File: src/rtl/banner_screen.sv
// Banner renderer: draws one of four built-in 5x7-font messages into the VGA
// pixel-write port, one pixel per cycle, in draw or erase mode.
module banner_screen #(
   parameter int         XSCREEN   = 640,
   parameter int         YSCREEN   = 480,
   parameter int         X0        = 120,
   parameter int         Y0        = 200,
   parameter int         STEP_X    = 80,
   parameter int         STEP_Y    = 50,
   parameter int         X_PAD     = 20,
   parameter int         CELL_W    = 8,
   parameter int         CELL_H    = 7,
   parameter logic [8:0] BG_COLOR  = 9'b000_000_000,
   parameter int         MAX_CHARS = 6
) (
   input  logic       Clock,
   input  logic       Resetn,
   input  logic       start,
   input  logic       abort,
   input  logic [1:0] msg_sel,
   input  logic [8:0] fg_color,
   input  logic       diag,
   input  logic       erase,
   output logic       busy,
   output logic       done,
   output logic [9:0] VGA_x,
   output logic [8:0] VGA_y,
   output logic [8:0] VGA_color,
   output logic       VGA_write
);

   localparam int GLYPH_W = 5 * CELL_W;
   localparam int GLYPH_H = 7 * CELL_H;
   localparam int PX_W    = $clog2(GLYPH_W);
   localparam int PY_W    = $clog2(GLYPH_H);
   localparam int IDX_W   = $clog2(MAX_CHARS);

   typedef enum logic [1:0] {
      IDLE = 2'd0,
      DRAW = 2'd1,
      DONE = 2'd2
   } state_t;

   state_t           state_q;
   logic             start_q;
   logic [1:0]       msg_q;
   logic [8:0]       fg_q;
   logic             diag_q;
   logic             erase_q;
   logic [PX_W-1:0]  px_q;
   logic [PY_W-1:0]  py_q;
   logic [IDX_W-1:0] idx_q;
   logic             busy_q;
   logic             done_q;
   logic [9:0]       x_q;
   logic [8:0]       y_q;
   logic [8:0]       color_q;
   logic             write_q;

   logic [3:0]       code_d;
   logic [34:0]      glyph_d;
   logic [2:0]       col_d;
   logic [2:0]       row_d;
   logic [5:0]       bit_idx_d;
   logic             font_bit_d;
   logic [10:0]      x_d;
   logic [10:0]      y_d;
   logic             clip_d;
   logic             last_px_d;
   logic             last_py_d;
   logic             last_idx_d;
   logic             start_edge_d;

   // Letter codes: L0 O1 S2 E3 R4 W5 I6 N7 A8 D9 Y10 P11 U12
   function automatic logic [3:0] char_code(input logic [1:0] msg, input logic [IDX_W-1:0] idx);
      logic [3:0] c;
      c = 4'd0;
      case (msg)
         2'd0: case (idx)  // LOSER
            3'd0: c = 4'd0;  3'd1: c = 4'd1;  3'd2: c = 4'd2;
            3'd3: c = 4'd3;  3'd4: c = 4'd4;  default: c = 4'd0;
         endcase
         2'd1: case (idx)  // WINNER
            3'd0: c = 4'd5;  3'd1: c = 4'd6;  3'd2: c = 4'd7;
            3'd3: c = 4'd7;  3'd4: c = 4'd3;  3'd5: c = 4'd4;
            default: c = 4'd0;
         endcase
         2'd2: case (idx)  // READY
            3'd0: c = 4'd4;  3'd1: c = 4'd3;  3'd2: c = 4'd8;
            3'd3: c = 4'd9;  3'd4: c = 4'd10; default: c = 4'd0;
         endcase
         2'd3: case (idx)  // PAUSE
            3'd0: c = 4'd11; 3'd1: c = 4'd8;  3'd2: c = 4'd12;
            3'd3: c = 4'd2;  3'd4: c = 4'd3;  default: c = 4'd0;
         endcase
         default: c = 4'd0;
      endcase
      return c;
   endfunction

   function automatic logic [IDX_W-1:0] msg_len(input logic [1:0] msg);
      case (msg)
         2'd1:    return IDX_W'(6);
         default: return IDX_W'(5);
      endcase
   endfunction

   // Row 0 occupies the top five bits; bit 4 of each row is font column 0.
   function automatic logic [34:0] glyph(input logic [3:0] code);
      case (code)
         4'd0:    return 35'b10000_10000_10000_10000_10000_10000_11111; // L
         4'd1:    return 35'b01110_10001_10001_10001_10001_10001_01110; // O
         4'd2:    return 35'b01111_10000_10000_01110_00001_00001_11110; // S
         4'd3:    return 35'b11111_10000_10000_11110_10000_10000_11111; // E
         4'd4:    return 35'b11110_10001_10001_11110_10100_10010_10001; // R
         4'd5:    return 35'b10001_10001_10001_10101_10101_10101_01010; // W
         4'd6:    return 35'b01110_00100_00100_00100_00100_00100_01110; // I
         4'd7:    return 35'b10001_11001_10101_10011_10001_10001_10001; // N
         4'd8:    return 35'b01110_10001_10001_11111_10001_10001_10001; // A
         4'd9:    return 35'b11110_10001_10001_10001_10001_10001_11110; // D
         4'd10:   return 35'b10001_10001_01010_00100_00100_00100_00100; // Y
         4'd11:   return 35'b11110_10001_10001_11110_10000_10000_10000; // P
         4'd12:   return 35'b10001_10001_10001_10001_10001_10001_01110; // U
         default: return 35'b00000_00000_00000_00000_00000_00000_00000;
      endcase
   endfunction

   // Pixel address, font lookup, clip test and counter wrap flags.
   always_comb begin
      code_d       = char_code(msg_q, idx_q);
      glyph_d      = glyph(code_d);
      col_d        = 3'(int'(px_q) / CELL_W);
      row_d        = 3'(int'(py_q) / CELL_H);
      bit_idx_d    = 6'(34 - 5 * int'(row_d) - int'(col_d));
      font_bit_d   = glyph_d[bit_idx_d];
      x_d          = 11'(X0) + 11'(int'(idx_q) * STEP_X) + 11'(X_PAD) + 11'(px_q);
      y_d          = 11'(Y0) + (diag_q ? 11'(int'(idx_q) * STEP_Y) : 11'd0) + 11'(py_q);
      clip_d       = (x_d >= 11'(XSCREEN)) || (y_d >= 11'(YSCREEN));
      last_px_d    = (px_q == PX_W'(GLYPH_W - 1));
      last_py_d    = (py_q == PY_W'(GLYPH_H - 1));
      last_idx_d   = (idx_q == msg_len(msg_q) - IDX_W'(1));
      start_edge_d = start & ~start_q;
   end

   // Control FSM, pixel counters and registered VGA outputs.
   always_ff @(posedge Clock) begin
      if (!Resetn) begin
         state_q <= IDLE;
         start_q <= 1'b0;
         msg_q   <= 2'd0;
         fg_q    <= 9'd0;
         diag_q  <= 1'b0;
         erase_q <= 1'b0;
         px_q    <= '0;
         py_q    <= '0;
         idx_q   <= '0;
         busy_q  <= 1'b0;
         done_q  <= 1'b0;
         x_q     <= 10'd0;
         y_q     <= 9'd0;
         color_q <= BG_COLOR;
         write_q <= 1'b0;
      end else begin
         start_q <= start;
         case (state_q)
            IDLE: begin
               busy_q  <= 1'b0;
               done_q  <= 1'b0;
               write_q <= 1'b0;
               if (start_edge_d && !abort) begin
                  msg_q   <= msg_sel;
                  fg_q    <= fg_color;
                  diag_q  <= diag;
                  erase_q <= erase;
                  px_q    <= '0;
                  py_q    <= '0;
                  idx_q   <= '0;
                  state_q <= DRAW;
               end else begin
                  state_q <= IDLE;
               end
            end
            DRAW: begin
               if (abort) begin
                  busy_q  <= 1'b0;
                  done_q  <= 1'b0;
                  write_q <= 1'b0;
                  state_q <= IDLE;
               end else begin
                  busy_q  <= 1'b1;
                  done_q  <= 1'b0;
                  x_q     <= x_d[9:0];
                  y_q     <= y_d[8:0];
                  color_q <= (!erase_q && font_bit_d) ? fg_q : BG_COLOR;
                  write_q <= !clip_d;
                  if (last_px_d) begin
                     px_q <= '0;
                     if (last_py_d) begin
                        py_q <= '0;
                        if (last_idx_d) begin
                           state_q <= DONE;
                        end else begin
                           idx_q <= idx_q + IDX_W'(1);
                        end
                     end else begin
                        py_q <= py_q + PY_W'(1);
                     end
                  end else begin
                     px_q <= px_q + PX_W'(1);
                  end
               end
            end
            DONE: begin
               busy_q  <= 1'b0;
               write_q <= 1'b0;
               if (!start) begin
                  done_q  <= 1'b0;
                  state_q <= IDLE;
               end else begin
                  done_q  <= 1'b1;
               end
            end
            default: begin
               busy_q  <= 1'b0;
               done_q  <= 1'b0;
               write_q <= 1'b0;
               state_q <= IDLE;
            end
         endcase
      end
   end

   assign busy      = busy_q;
   assign done      = done_q;
   assign VGA_x     = x_q;
   assign VGA_y     = y_q;
   assign VGA_color = color_q;
   assign VGA_write = write_q;

endmodule
File: config.mk
export PLATFORM = sky130hd
export DESIGN_NAME = banner_screen
export DESIGN_NICKNAME = d
export VERILOG_FILES = /design/src/rtl/banner_screen.sv
export SDC_FILE = /design/constraint.sdc
export NUM_CORES = 1
export LEC_CHECK = 0
export ABC_CLOCK_PERIOD_IN_PS = 6260
export BUFFER_PORTS_ARGS = -buffer_cell sky130_fd_sc_hd__buf_4
export CORE_MARGIN = 3
export CORE_UTILIZATION = 50
export DETAILED_ROUTE_END_ITERATION = 6
export GPL_TIMING_DRIVEN = 0
export PLACE_DENSITY = 0.73
export SYNTH_ARGS = -nofsm -noshare
export SYNTH_HDL_FRONTEND = slang
export SYNTH_SLANG_ARGS = --single-unit
File: constraint.sdc
create_clock -name Clock -period 6.26 [get_ports Clock]
set_input_delay 0.939 -clock Clock [delete_from_list [all_inputs] [get_ports Clock]]
set_output_delay 0.939 -clock Clock [all_outputs]
set_load 0.03 [all_outputs]
Word level (Yosys, flattened, before mapping)

Memory sizes are Yosys's and may differ from the RTL's.
Cells that the tools add are included.

Register bits after elaboration: 62
Latch bits: 0
Bits in writable memories: 0
Bits in read-only memories: 496
Input bits: 17
Output and inout port bits: 31
Logic and storage cells: 114
Memories: 1

Add/subtract/negate cells: 11
$mul: 3
Div/mod/pow operators: 1
Magnitude comparators: 3
Equal/unequal tests: 22
Shifts and indexed selects: 0
Multiplexer cells: 33
Bitwise operators: 5
Reductions and logical operators: 20

Memory list:

| memory           | depth | bits a word | rd ports | clocked after Yosys merged registers in | write ports | RTL line | text |
|---|---|---|---|---|---|---|---|
| (name not given) | 16    | 31          | 1        | 0                                       | 0           | 110      | `case (code)` |

Operators by type and width:

| operator                | count |
|---|---|
| $pmux W4 S5             | 2 |
| $mux W6                 | 6 |
| $div A7 B4 Y32 const B  | 1 |
| $pmux W6 S2             | 2 |
| $mux W9                 | 2 |
| $pmux W4 S4             | 1 |
| $mux W3                 | 5 |
| $pmux W3 S5             | 1 |
| $add A6 B1 Y6 const B   | 2 |
| $eq A6 B6 Y1 const B    | 2 |
| $mux W2                 | 6 |
| $ne A2 B2 Y1 const B    | 6 |
| $pmux W3 S4             | 1 |
| $add A10 B6 Y11         | 1 |
| $add A11 B5 Y11 const B | 1 |
| $add A11 B6 Y11         | 1 |
| $add A7 B10 Y11 const A | 1 |
| $ge A11 B10 Y1 const B  | 1 |
| $ge A11 B9 Y1 const B   | 1 |
| $add A8 B9 Y10 const A  | 1 |
| $ne A3 B3 Y1 const B    | 3 |
| $mul A3 B5 Y8 const B   | 1 |
| $reduce_and A2 Y1       | 4 |
| $reduce_and A4 Y1       | 2 |
| 29 further kinds        | 44 |

Logic depth before layout (Yosys ltp)

Gate-level depths: netlist (run 1).

Depth in word-level cells: 9
Gate-level depth with buffers: 27
Gate-level depth less buffers: 26

Least setup slack after synthesis (run 1)

No wires, ideal clock.

Path kind: register to register
From: register py_q[4]
To: register color_q[0], in the netlist VGA_color[0]
Library setup time: 60 ps
Arrival: 5065 ps
Data required time: 6200 ps
Path slack: 1135 ps
Stages on the path, launching flop included: 25
Buffers on the path: 1
Clock period less this slack: 5125 ps
Cell sequence: dfxtp_1 > clkbuf_1 > nand2_1 > inv_1 > ha_1 > nand2b_1 > o21ai_0 > o211ai_1 > o21ai_0 > ha_1 > nand2b_1 > a21oi_1 > nor2_1 > or3_1 > fa_1 > inv_1 > ha_1 > fa_1 > nor2_1 > nand2_1 > a21oi_2 > a311oi_2 > o2111ai_1 > a311oi_4 > a22o_1

Word-level cells in the longest chain between the ends: 8

Ends and longest elaborated chain:

| element                       | RTL line | text |
|---|---|---|
| from (decl)                   | 51       | `logic [PY_W-1:0] py_q;` |
| from (signal assigned)        | 206      | `py_q <= py_q + PY_W'(1);` |
| $div A7 B4 Y32                | 133      | `row_d = 3'(int'(py_q) / CELL_H);` |
| $mul A3 B3 Y6                 | 134      | `bit_idx_d = 6'(34 - 5 * int'(row_d) - int'(col_d));` |
| $sub A6 B6 Y6                 | 134      |  |
| $sub A6 B4 Y6                 | 134      |  |
| $bmux W1 S6                   | 135      | `font_bit_d = glyph_d[bit_idx_d];` |
| $mux W1 (implied by the code) | 135      |  |
| $logic_and A1 B1 Y1           | 194      | `color_q <= (!erase_q && font_bit_d) ? fg_q : BG_COLOR;` |
| $mux W9                       | 194      |  |
| to (signal assigned)          | 194      |  |
| to (decl)                     | 57       | `logic [8:0] color_q;` |

Every way passes these cells. The select of a mux whose other input is x is not followed.
A chain may end at the register's enable or synchronous reset.

Final worst setup path (run 1)

Same ends and word-level chain as after synthesis.

==> impl_metrics.tcl, run 1 <==
set metrics [dict create \
    status "complete, no violations" \
    finalClockSkew_ps 9.308 \
    setup_tns_ps 0 \
    p_sw_uw 217.6 \
    clockBufferDepth 2 \
    fp.dieH_um 102.8 \
    holdPathStages 1 \
    grt_use_total_pct 24.37 \
    crit_type "flop to flop" \
    r2r_cells 24 \
    synth-xor-area-share_pct 4.109 \
    cts.clk_slew.worst_paths_ps 70 \
    synth.net_count 654 \
    vias_per_cell 5.849 \
    n_antenna_cell 0 \
    cellPowerDensity_mw_per_mm2 157.3 \
    swShare_pct 25.67 \
    fill_cells 805 \
    mappedNetlistArea_sq_mm 0.004689 \
    fin_area_sq_mm 0.005388 \
    leakage_nw 2.333 \
    htree_levels 3 \
    cts_buffers 9 \
    ctsHoldBuffers 0 \
    synth_top_family_by_area "compound AO/OA/AOI/OAI gates" \
    cp.required_ps 6500 \
    ant_nets 0 \
    synth_area_leaders "dfxtp_1 (26%), ha_1 (15%), nand2_1 (7.0%)" \
    final-setup-viol-count 0 \
    holdPathEnd "VGA_color[3]" \
    synth_seq_cells 62 \
    synth-compound-area-share_pct 23.96 \
    irDropWorstVdd_uv 119.7 \
    seqCellArea_sq_mm 0.001241 \
    synth_top_area_share_pct 26.47 \
    min_from "fg_q[3]" \
    power_uw 847.7 \
    post-route-drc-count 0 \
    internal_power_uw 630.1 \
    worstMarginPinSlew_ps 948.2 \
    clock_latency_ps 350 \
    hold_ws_ps 459.4 \
    cts_tree "yes" \
    wirelength_mm 12.21 \
    ys_types 71 \
    wl_per_cell_um 16.27 \
    reg2reg_setup_slack_ps 580 \
    postPlaceCellArea_sq_mm 0.005177 \
    post-route-period-util_pct 90.69 \
    multi_input_area_sq_mm 0.003189 \
    layout.nets 713 \
    rows 34 \
    yosys.area_share.adder_pct 16.38 \
    gp_congestion 0.9405 \
    yosysSeqAreaShare_pct 26.47 \
    worst-path-max-fanout 10 \
    crit_arrival_ps 5920 \
    rsz0062_at_grt "false" \
    syn-mean-instance-area_sq_um 8.099 \
    dr_total_vias 4387 \
    hold_violations 0 \
    grt_pass1_wl_mm 20.45 \
    start_kind "flop" \
    core_sq_mm 0.008934 \
    firstDrtPassIters 5 \
    reg2reg_from "py_q[4]" \
    synthArstFlopShare_pct 0 \
    slew_headroom_pct 36.20 \
    hpwl_mm 9.251 \
    pwr-share-comb_pct 10.9 \
    io_buffers 47 \
    initial_core_util_pct 52.49 \
    first_global_vias 4293 \
    synthSimpleGateAreaFrac_pct 21.48 \
    ys_warn_count 0 \
    p_clk_share_pct 40.7 \
    utilization_pct 60.31 \
    min_period_ps 5677 \
    grt_max_degree 12 \
    die-area_sq_mm 0.01058 \
    fmax_mhz 176.2 \
    hold_path_class "flop to flop" \
    synthFlopType "dfxtp_1" \
    cts_sinks 62 \
    drt-initial-drc-count 216 \
    syn-instance-count 579 \
    maxCapViolations 0 \
    antenna_found_initial 0 \
    syn_to_final_growth_pct 14.89 \
    synth-edff-count 0 \
    grt_overflow 0 \
    final_layout_size_suffix_gt1_share_pct 13.86 \
    end_kind "flop" \
    die-width_um 102.8 \
    seq_power_share_pct 48.4 \
    final_max_slew_viol_count 0 \
    ios 48 \
    cts-root-buf "clkbuf_8" \
    synth_largest_area_cell "dfxtp_1" \
    synth_mux_area_share_pct 2.081 \
    timing.rr.end "VGA_color[0]" \
]
## worst max-delay path: stages, from the launching register on
cell	delay, ps
dfxtp_1	350
clkbuf_2	250
nand2_1	180
inv_1	140
ha_1	230
nand2b_1	180
o21ai_0	250
o211ai_1	120
o21ai_0	110
ha_1	220
nand2b_1	90
a21oi_1	150
nor2_1	60
or3_1	420
fa_1	540
inv_1	40
ha_1	210
fa_1	520
nor2_1	340
o311ai_0	200
o31a_1	340
o211ai_1	150
a311oi_4	140
buf_12	170
a22o_1	170
## sequential cells by signal (all words and copies together) (netlist names), 2 cells and up
name / count
fg_q: 9
msg_q: 2
idx_q: 3
py_q: 6
state_q: 2
VGA_color: 9
VGA_x: 10
VGA_y: 9
px_q: 6
## logic make-up after synthesis
family / Yosys count
flops: 62
compound gates: 155
xor+xnor: 22
buf+inv: 64
fa+ha+maj: 60
mux: 7
simple gates: 209
## layer usage
metal | wire length (um) | up-vias | global-route usage (%)
met5 | 0 | - | 0
met4 | 224 | 0 | 9.163
met3 | 717 | 23 | 4.668
met2 | 5658 | 145 | 39.92
met1 | 5606 | 2052 | 31.90
li1 | - | 2167 | -
## layout make-up
type	count	area share, %
Inverter	37	2.578
Sequential cell	62	23.04
Clock buffer	11	2.624
Timing Repair Buffer	48	6.921
Buffer	27	2.253
Tap cell	108	2.508
Multi-Input combinational cell	453	59.20
Clock inverter	4	0.8825
## placed cells by master, fill, tap and decap left out, types with 4 or more instances in the layout
| master | Yosys | final |
|---|---|---|
| o211a_1 | 6 | 6 |
| nor2b_1 | 7 | 7 |
| buf_4 | 4 | 51 |
| nand2b_1 | 16 | 16 |
| a21o_1 | 4 | 4 |
| a21oi_1 | 24 | 24 |
| clkbuf_8 | 0 | 10 |
| nand2_1 | 87 | 87 |
| dfxtp_1 | 62 | 62 |
| inv_1 | 35 | 35 |
| o22ai_1 | 4 | 4 |
| o21ai_0 | 26 | 26 |
| and2_1 | 10 | 10 |
| a31oi_1 | 5 | 5 |
| a22o_1 | 9 | 9 |
| clkbuf_1 | 18 | 18 |
| a21boi_0 | 30 | 30 |
| xnor2_1 | 16 | 16 |
| nand3_1 | 15 | 15 |
| xor2_1 | 6 | 6 |
| o211ai_1 | 7 | 7 |
| nand4_1 | 9 | 9 |
| nor3_1 | 10 | 10 |
| or3_1 | 5 | 5 |
| o21bai_1 | 4 | 4 |
| nor2_1 | 34 | 34 |
| ha_1 | 55 | 55 |
## cell usage after synthesis, types with 5 or more instances
| master | number |
|---|---|
| a21boi_0 | 30 |
| a21oi_1 | 24 |
| a22o_1 | 9 |
| a31oi_1 | 5 |
| and2_1 | 10 |
| clkbuf_1 | 18 |
| dfxtp_1 | 62 |
| ha_1 | 55 |
| inv_1 | 35 |
| nand2_1 | 87 |
| nand2b_1 | 16 |
| nand3_1 | 15 |
| nand4_1 | 9 |
| nor2_1 | 34 |
| nor2b_1 | 7 |
| nor3_1 | 10 |
| o211a_1 | 6 |
| o211ai_1 | 7 |
| o21ai_0 | 26 |
| or3_1 | 5 |
| xnor2_1 | 16 |
| xor2_1 | 6 |
## worst max-delay path by stage
stage	start	to	cells after the start
after floorplan	py_q[4]	VGA_color[0]	24
after global placement	py_q[4]	VGA_color[2]	24
after detailed placement	py_q[4]	VGA_color[2]	24
after CTS	py_q[4]	VGA_color[0]	24
after global routing	py_q[4]	VGA_color[8]	24
final	py_q[4]	VGA_color[0]	24
## power by group through the flow
| stage | clock, mW | combinational (mW) | sequential, mW |
|---|---|---|---|
| final | 0.345 | 0.0922 | 0.410 |
| after global routing | 0.370 | 0.101 | 0.411 |
| after CTS | 0.351 | 0.0914 | 0.410 |
| after detailed placement | 0 | 0.0910 | 0.419 |
| after global placement | 0 | 0.0911 | 0.419 |
| after floorplan | 0 | 0.0543 | 0.423 |
## through the flow
| step | cells | worst slack (ps) |
|---|---|---|
| floorplan | 579 | 1135 |
| global placement | 734 | 483.1 |
| detailed placement | 734 | 403.2 |
| CTS | 749 | 368.4 |
| global route | 750 | 166.8 |
| finish | 750 | 583.0 |
## repair_timing
item | 4_1_cts | 5_1_grt
buffers inserted | 0 | 1
resized for setup | 0 | 2
endpoints found under the setup margin | 0 | 9
(Power assumes the default switching activity.)
==> run 2, diff against run 1 <==
--- a/config.mk
+++ b/config.mk
@@ -5,7 +5,7 @@
 export SDC_FILE = /design/constraint.sdc
 export NUM_CORES = 1
 export LEC_CHECK = 0
-export ABC_CLOCK_PERIOD_IN_PS = 6260
+export ABC_CLOCK_PERIOD_IN_PS = 5800
 export BUFFER_PORTS_ARGS = -buffer_cell sky130_fd_sc_hd__buf_4
 export CORE_MARGIN = 3
 export CORE_UTILIZATION = 50
==> constraint.sdc (replaced) <==
create_clock -name Clock -period 5.8 [get_ports Clock]
set_input_delay 0.87 -clock Clock [delete_from_list [all_inputs] [get_ports Clock]]
set_output_delay 0.87 -clock Clock [all_outputs]
set_load 0.03 [all_outputs]
==> run 2 against run 1 <==
  * Sequential share of layout area fell by 0.064 points
  * Critical path depth unchanged
  * Final area rose by 0.28%
  * Clock power increased by 8.1%
  * Sequential power up 8.0%
  * Non-clock buffer count is the same
  * Wire length hardly changed
  * Power up 8.0%
  * Sequential cell count is the same
  * First-iteration DRC count is 11% higher
  * Combinational power up 8.2%
  * Largest cell class unchanged
  * Highest routed layer unchanged
==> impl_metrics.tcl, run 2 (same netlist as run 1, synthesis figures left out) <==
set metrics [dict create \
    critPathMaxStageDelay_ps 610 \
    worst-path-max-fanout 10 \
    post-route-drc-count 0 \
    multi_input_area_sq_mm 0.003202 \
    cts.clk_slew.worst_paths_ps 70 \
    timing.rr.end "VGA_color[0]" \
    cts_buffers 9 \
    ctsHoldBuffers 0 \
    path_cells "clkbuf_4 > nand2_1 > inv_1 > ha_1 > nand2b_1 > o21ai_1 > o211ai_1 > o21ai_0 > ha_1 > nand2b_1 > a21oi_1 > nor2_1 > or3_1 > fa_1 > inv_1 > ha_1 > fa_2 > nor2b_2 > a21boi_0 > o32ai_1 > o211ai_1 > a311oi_4 > buf_12 > a22o_1" \
    cts_tree "yes" \
    start_kind "flop" \
    first_global_vias 4297 \
    grt_overflow 0 \
    firstDrtPassIters 5 \
    cts_sinks 62 \
    clockBufferDepth 2 \
    io_buffers 47 \
    fill_cells 805 \
    layout.nets 713 \
    ios 48 \
    irDropWorstVdd_uv 129.4 \
    rows 34 \
    dpl_worst_slack_ps -56.80 \
    reg2reg_from "py_q[4]" \
    drt-initial-drc-count 239 \
    cp_top_family "adder cells" \
    fp.dieH_um 102.8 \
    end_kind "flop" \
    stdcell_count 750 \
    slew_headroom_pct 35.95 \
    final_max_slew_viol_count 0 \
    syn_to_final_growth_pct 15.21 \
    antenna_found_initial 0 \
    r2r_cells 24 \
    min_from "fg_q[3]" \
    utilization_pct 60.48 \
    status "complete, no violations" \
    grt_max_degree 12 \
    cts-root-buf "clkbuf_8" \
    postPlaceCellArea_sq_mm 0.005177 \
    crit_buf_inv 4 \
    critPathMostFrequentCell "ha_1" \
    largest_reg_flops 10 \
    fmax_mhz 184.2 \
    initial_core_util_pct 52.49 \
    hpwl_mm 9.251 \
    holdPathEnd "VGA_color[3]" \
    die-width_um 102.8 \
    worstMarginPinSlew_ps 952.0 \
    crit_path_top_delay_cell "fa_2" \
    wirelength_mm 12.20 \
    die-area_sq_mm 0.01058 \
    hold_violations 0 \
    cellPowerDensity_mw_per_mm2 169.4 \
    wl_per_cell_um 16.27 \
    post-route-period-util_pct 93.58 \
    leakage_nw 2.335 \
    cp.required_ps 6040 \
    core_sq_mm 0.008934 \
    n_antenna_cell 0 \
    dpl.cell_count 734 \
    htree_levels 3 \
    clock_latency_ps 350 \
    hold_ws_ps 459.4 \
    mostFrequentLayoutCell "nand2_1" \
    grt_pass1_wl_mm 20.46 \
    setup_ws_ps 372.4 \
    min_period_ps 5428 \
    final_cell_mix "nand2_1 (87), dfxtp_1 (62), ha_1 (55), buf_4 (51), inv_1 (35)" \
    grt_use_total_pct 24.37 \
    finalClockSkew_ps 9.132 \
    dr_total_vias 4362 \
    gp_congestion 0.9405 \
    power_uw 915.2 \
    maxCapViolations 0 \
    final_layout_size_suffix_gt1_share_pct 14.33 \
    final-setup-viol-count 0 \
    setup_tns_ps 0 \
    vias_per_cell 5.816 \
    holdPathStages 1 \
    fin_area_sq_mm 0.005403 \
    ant_nets 0 \
    seqCellArea_sq_mm 0.001241 \
    hold_path_class "flop to flop" \
    reg2reg_setup_slack_ps 370 \
    crit_arrival_ps 5670 \
    crit_type "flop to flop" \
]
## run 2: cell types whose count changed in the layout (fill, tap and decap cells not counted)
cell      before  now
nor2_4         0    1
nor2_1        34   33
fa_2           0    1
nor2b_2        0    1
o21ai_1        1    2
nor2b_1        7    6
fa_1           3    2
o21ai_0       26   25
clkbuf_4       0    1
clkbuf_2       1    0
## run 2: worst max path at each step
stage                        from  slack [ps]  cells after the start      endpoint
after global placement    py_q[4]          20                     24  VGA_color[2]
after floorplan           py_q[4]         670                     24  VGA_color[0]
after global routing      py_q[4]          -5                     24  VGA_color[8]
after CTS                 py_q[4]         190                     23  VGA_color[0]
final                     py_q[4]         370                     24  VGA_color[0]
after detailed placement  py_q[4]         -60                     24  VGA_color[2]
## run 2: power by group
part / switching [mW] / total [mW] / internal [mW]
Combinational: 0.0611 / 0.0998 / 0.0386
Sequential: 0.00760 / 0.443 / 0.435
Clock: 0.166 / 0.373 / 0.206
Total: 0.235 / 0.915 / 0.680
## run 2: repair_timing
action,CTS,global route
gates cloned,0,0
resized for setup,1,7
setup buffers,0,1
endpoints found under the setup margin,9,9
hold endpoints to repair,0,0
pin swaps,1,2
## run 2: area by class of cell
cell class	instances	area share (%)
Buffer	27	2.293
Tap cell	108	2.501
Inverter	37	2.571
Clock inverter	4	0.8800
Sequential cell	62	22.97
Clock buffer	11	2.617
Timing Repair Buffer	48	6.901
Multi-Input combinational cell	453	59.26
## run 2: worst register-to-register path, delay by kind of cell, from the launching register on
| family | cells | cell delay [ps] |
|---|---|---|
| compound gates | 9 | 1500 |
| fa+ha+maj | 5 | 1810 |
| buf+inv | 4 | 570 |
| flops | 1 | 350 |
| simple gates | 6 | 1110 |
## run 2: layer usage
metal | vias to the layer above | GRT usage (%) | routed length [um]
met2 | 129 | 39.92 | 5676
li1 | 2166 | - | -
met1 | 2042 | 31.90 | 5654
met5 | - | 0 | 0
met3 | 25 | 4.668 | 651
met4 | 0 | 9.163 | 219
==> run 3, diff against run 2 <==
--- a/config.mk
+++ b/config.mk
@@ -6,7 +6,7 @@
 export NUM_CORES = 1
 export LEC_CHECK = 0
 export ABC_CLOCK_PERIOD_IN_PS = 5800
-export BUFFER_PORTS_ARGS = -buffer_cell sky130_fd_sc_hd__buf_4
+export BUFFER_PORTS_ARGS = -buffer_cell sky130_fd_sc_hd__clkbuf_2
 export CORE_MARGIN = 3
 export CORE_UTILIZATION = 50
 export DETAILED_ROUTE_END_ITERATION = 6
==> run 3 against run 2 <==
  * Count of clock-buffer cells in the layout fell by 1
  * First-iteration DRC count fell by 8.4%
  * Maximum frequency rose by 0.37%
  * Final area fell by 1.8%
  * Wire length fell by 0.90%
  * Register-to-register slack improved by 20 ps
  * Sequential cell count did not move
  * Sequential share of layout area rose by 0.41 points
  * Highest routed layer unchanged
  * Hold slack improved by 3.3 ps
  * Clock skew rose by 2.3 ps
  * Global-route usage fell by 0.46 points
==> impl_metrics.tcl, run 3 (same netlist as run 1, synthesis figures left out) <==
set metrics [dict create \
    status "complete, no violations" \
    final-setup-viol-count 0 \
    clock_latency_ps 350 \
    cts_sinks 62 \
    post-route-drc-count 0 \
    cts-root-buf "clkbuf_8" \
    syn_to_final_growth_pct 13.18 \
    irDropWorstVdd_uv 168.5 \
    worstMarginPinSlew_ps 1009 \
    antenna_found_initial 0 \
    mostFrequentLayoutCell "nand2_1" \
    clockBufferDepth 2 \
    n_antenna_cell 0 \
    die-area_sq_mm 0.01058 \
    end_kind "flop" \
    grt_overflow 0 \
    layout.nets 713 \
    final_max_slew_viol_count 0 \
    first_global_vias 4240 \
    finalClockSkew_ps 11.39 \
    fin_area_sq_mm 0.005308 \
    ant_nets 0 \
    post-route-period-util_pct 93.23 \
    cts.clk_slew.worst_paths_ps 70 \
    leakage_nw 2.312 \
    critPathMostFrequentCell "ha_1" \
    ios 48 \
    firstDrtPassIters 7 \
    crit_path_top_delay_cell "fa_2" \
    min_period_ps 5408 \
    initial_core_util_pct 52.49 \
    cts_tree "yes" \
    grt_use_total_pct 23.91 \
    dr_total_vias 4419 \
    crit_arrival_ps 5650 \
    gp_congestion 0.9689 \
    final_layout_size_suffix_gt1_share_pct 14.31 \
    io_buffers 47 \
    start_kind "flop" \
    wl_per_cell_um 16.10 \
    fp.dieH_um 102.8 \
    hpwl_mm 9.056 \
    maxCapViolations 0 \
    grt_pass1_wl_mm 20.15 \
    path_cells "clkbuf_4 > nand2_1 > inv_1 > ha_1 > nand2b_1 > o21ai_1 > o211ai_1 > o21ai_0 > ha_1 > nand2b_1 > a21oi_1 > nor2_1 > or3_1 > fa_1 > inv_1 > ha_1 > fa_2 > nor2b_1 > a21boi_0 > o32ai_1 > o211ai_1 > a311oi_4 > buf_12 > a22o_1" \
    hold_violations 0 \
    vias_per_cell 5.884 \
    worst-path-max-fanout 10 \
    slew_headroom_pct 32.15 \
    crit_type "flop to flop" \
    postPlaceCellArea_sq_mm 0.005060 \
    cp.required_ps 6040 \
    die-width_um 102.8 \
    largest_reg_flops 10 \
    drt-initial-drc-count 219 \
    cellPowerDensity_mw_per_mm2 179.7 \
    htree_levels 3 \
    final_cell_mix "nand2_1 (87), dfxtp_1 (62), ha_1 (55), clkbuf_2 (47), inv_1 (35)" \
    grt_max_degree 12 \
    fmax_mhz 184.9 \
    setup_tns_ps 0 \
    rows 34 \
    wirelength_mm 12.09 \
    critPathMaxStageDelay_ps 610 \
    hold_path_class "flop to flop" \
    cts_buffers 9 \
    rsz0062_at_grt "false" \
    core_sq_mm 0.008934 \
]
==> run 3: changes by cell type in the layout (fill, tap and decap cells not counted) <==
cell and delta:
bufinv_16 +1, clkbuf_8 -1, clkbuf_2 +47, nor2b_2 -1, buf_4 -47, nor2b_1 +1, clkinv_4 +1
==> run 3: where the power goes <==
group	switching, mW	total, mW	leakage [nW]	internal [mW]
Sequential	0.00746	0.443	0.502	0.435
Clock	0.175	0.416	0.106	0.241
Combinational	0.0614	0.0951	1.70	0.0337
==> run 3: timing repair <==
item                                    CTS  global route
gates resized for setup                   1             6
hold endpoints to repair                  0             0
setup buffers                             1             0
endpoints found under the setup margin    9             9
pin swaps                                 1             0
cloned                                    0             0
hold buffers                              0             0
==> run 3: path summary, 6_finish.rpt <==
kind | end | slack, ps | depth (start not counted) | start
setup / recovery | VGA_color[7] | 390 | 24 | py_q[4]
hold / removal | fg_q[8] | 460 | 2 | fg_q[8]
setup reg to reg | VGA_color[7] | 390 | 24 | py_q[4]
hold reg to reg | fg_q[8] | 460 | 2 | fg_q[8]
==> run 3: worst max-delay path: cells and delay by family, from the launching register on <==
family	cells	cell delay, ps
buffers and inverters	4	560
AND/OR/NAND/NOR	6	1120
AO/OA/AOI/OAI	9	1430
adder cells (fa/ha/maj)	5	1820
flip-flops	1	350
==> run 3: layout make-up <==
class                           count  area [sq um]
Fill cell                         810          3626
Multi-Input combinational cell    453          3199
Sequential cell                    62          1241
Timing Repair Buffer               48         255.2
Inverter                           37         138.9
Tap cell                          108         135.1
Clock buffer                       10         127.6
Buffer                             27         123.9
Clock inverter                      6         86.33
==> run 3: metrics by stage <==
step	cells	setup slack, ps	power, mW	hold WS [ps]	util [%]
after floorplan	579	675.0	0.5150	438.8	-
after global placement	734	39.17	0.5450	446.3	56.64
after detailed placement	734	-126.5	0.5446	454.6	56.64
after CTS	751	174.6	0.9605	466.4	59.27
after global routing	751	11.51	0.9932	489.2	59.41
final	751	392.4	0.9538	462.7	59.41
==> run 3: routing by layer <==
layer  part of all wire [%]  vias to the layer above  track usage (%)
met5                      0                        -                0
met4                    2.4                        0            7.570
met3                    7.3                       40            5.142
met2                     46                      168            39.82
met1                     44                     2043            30.98
li1                       -                     2168                -
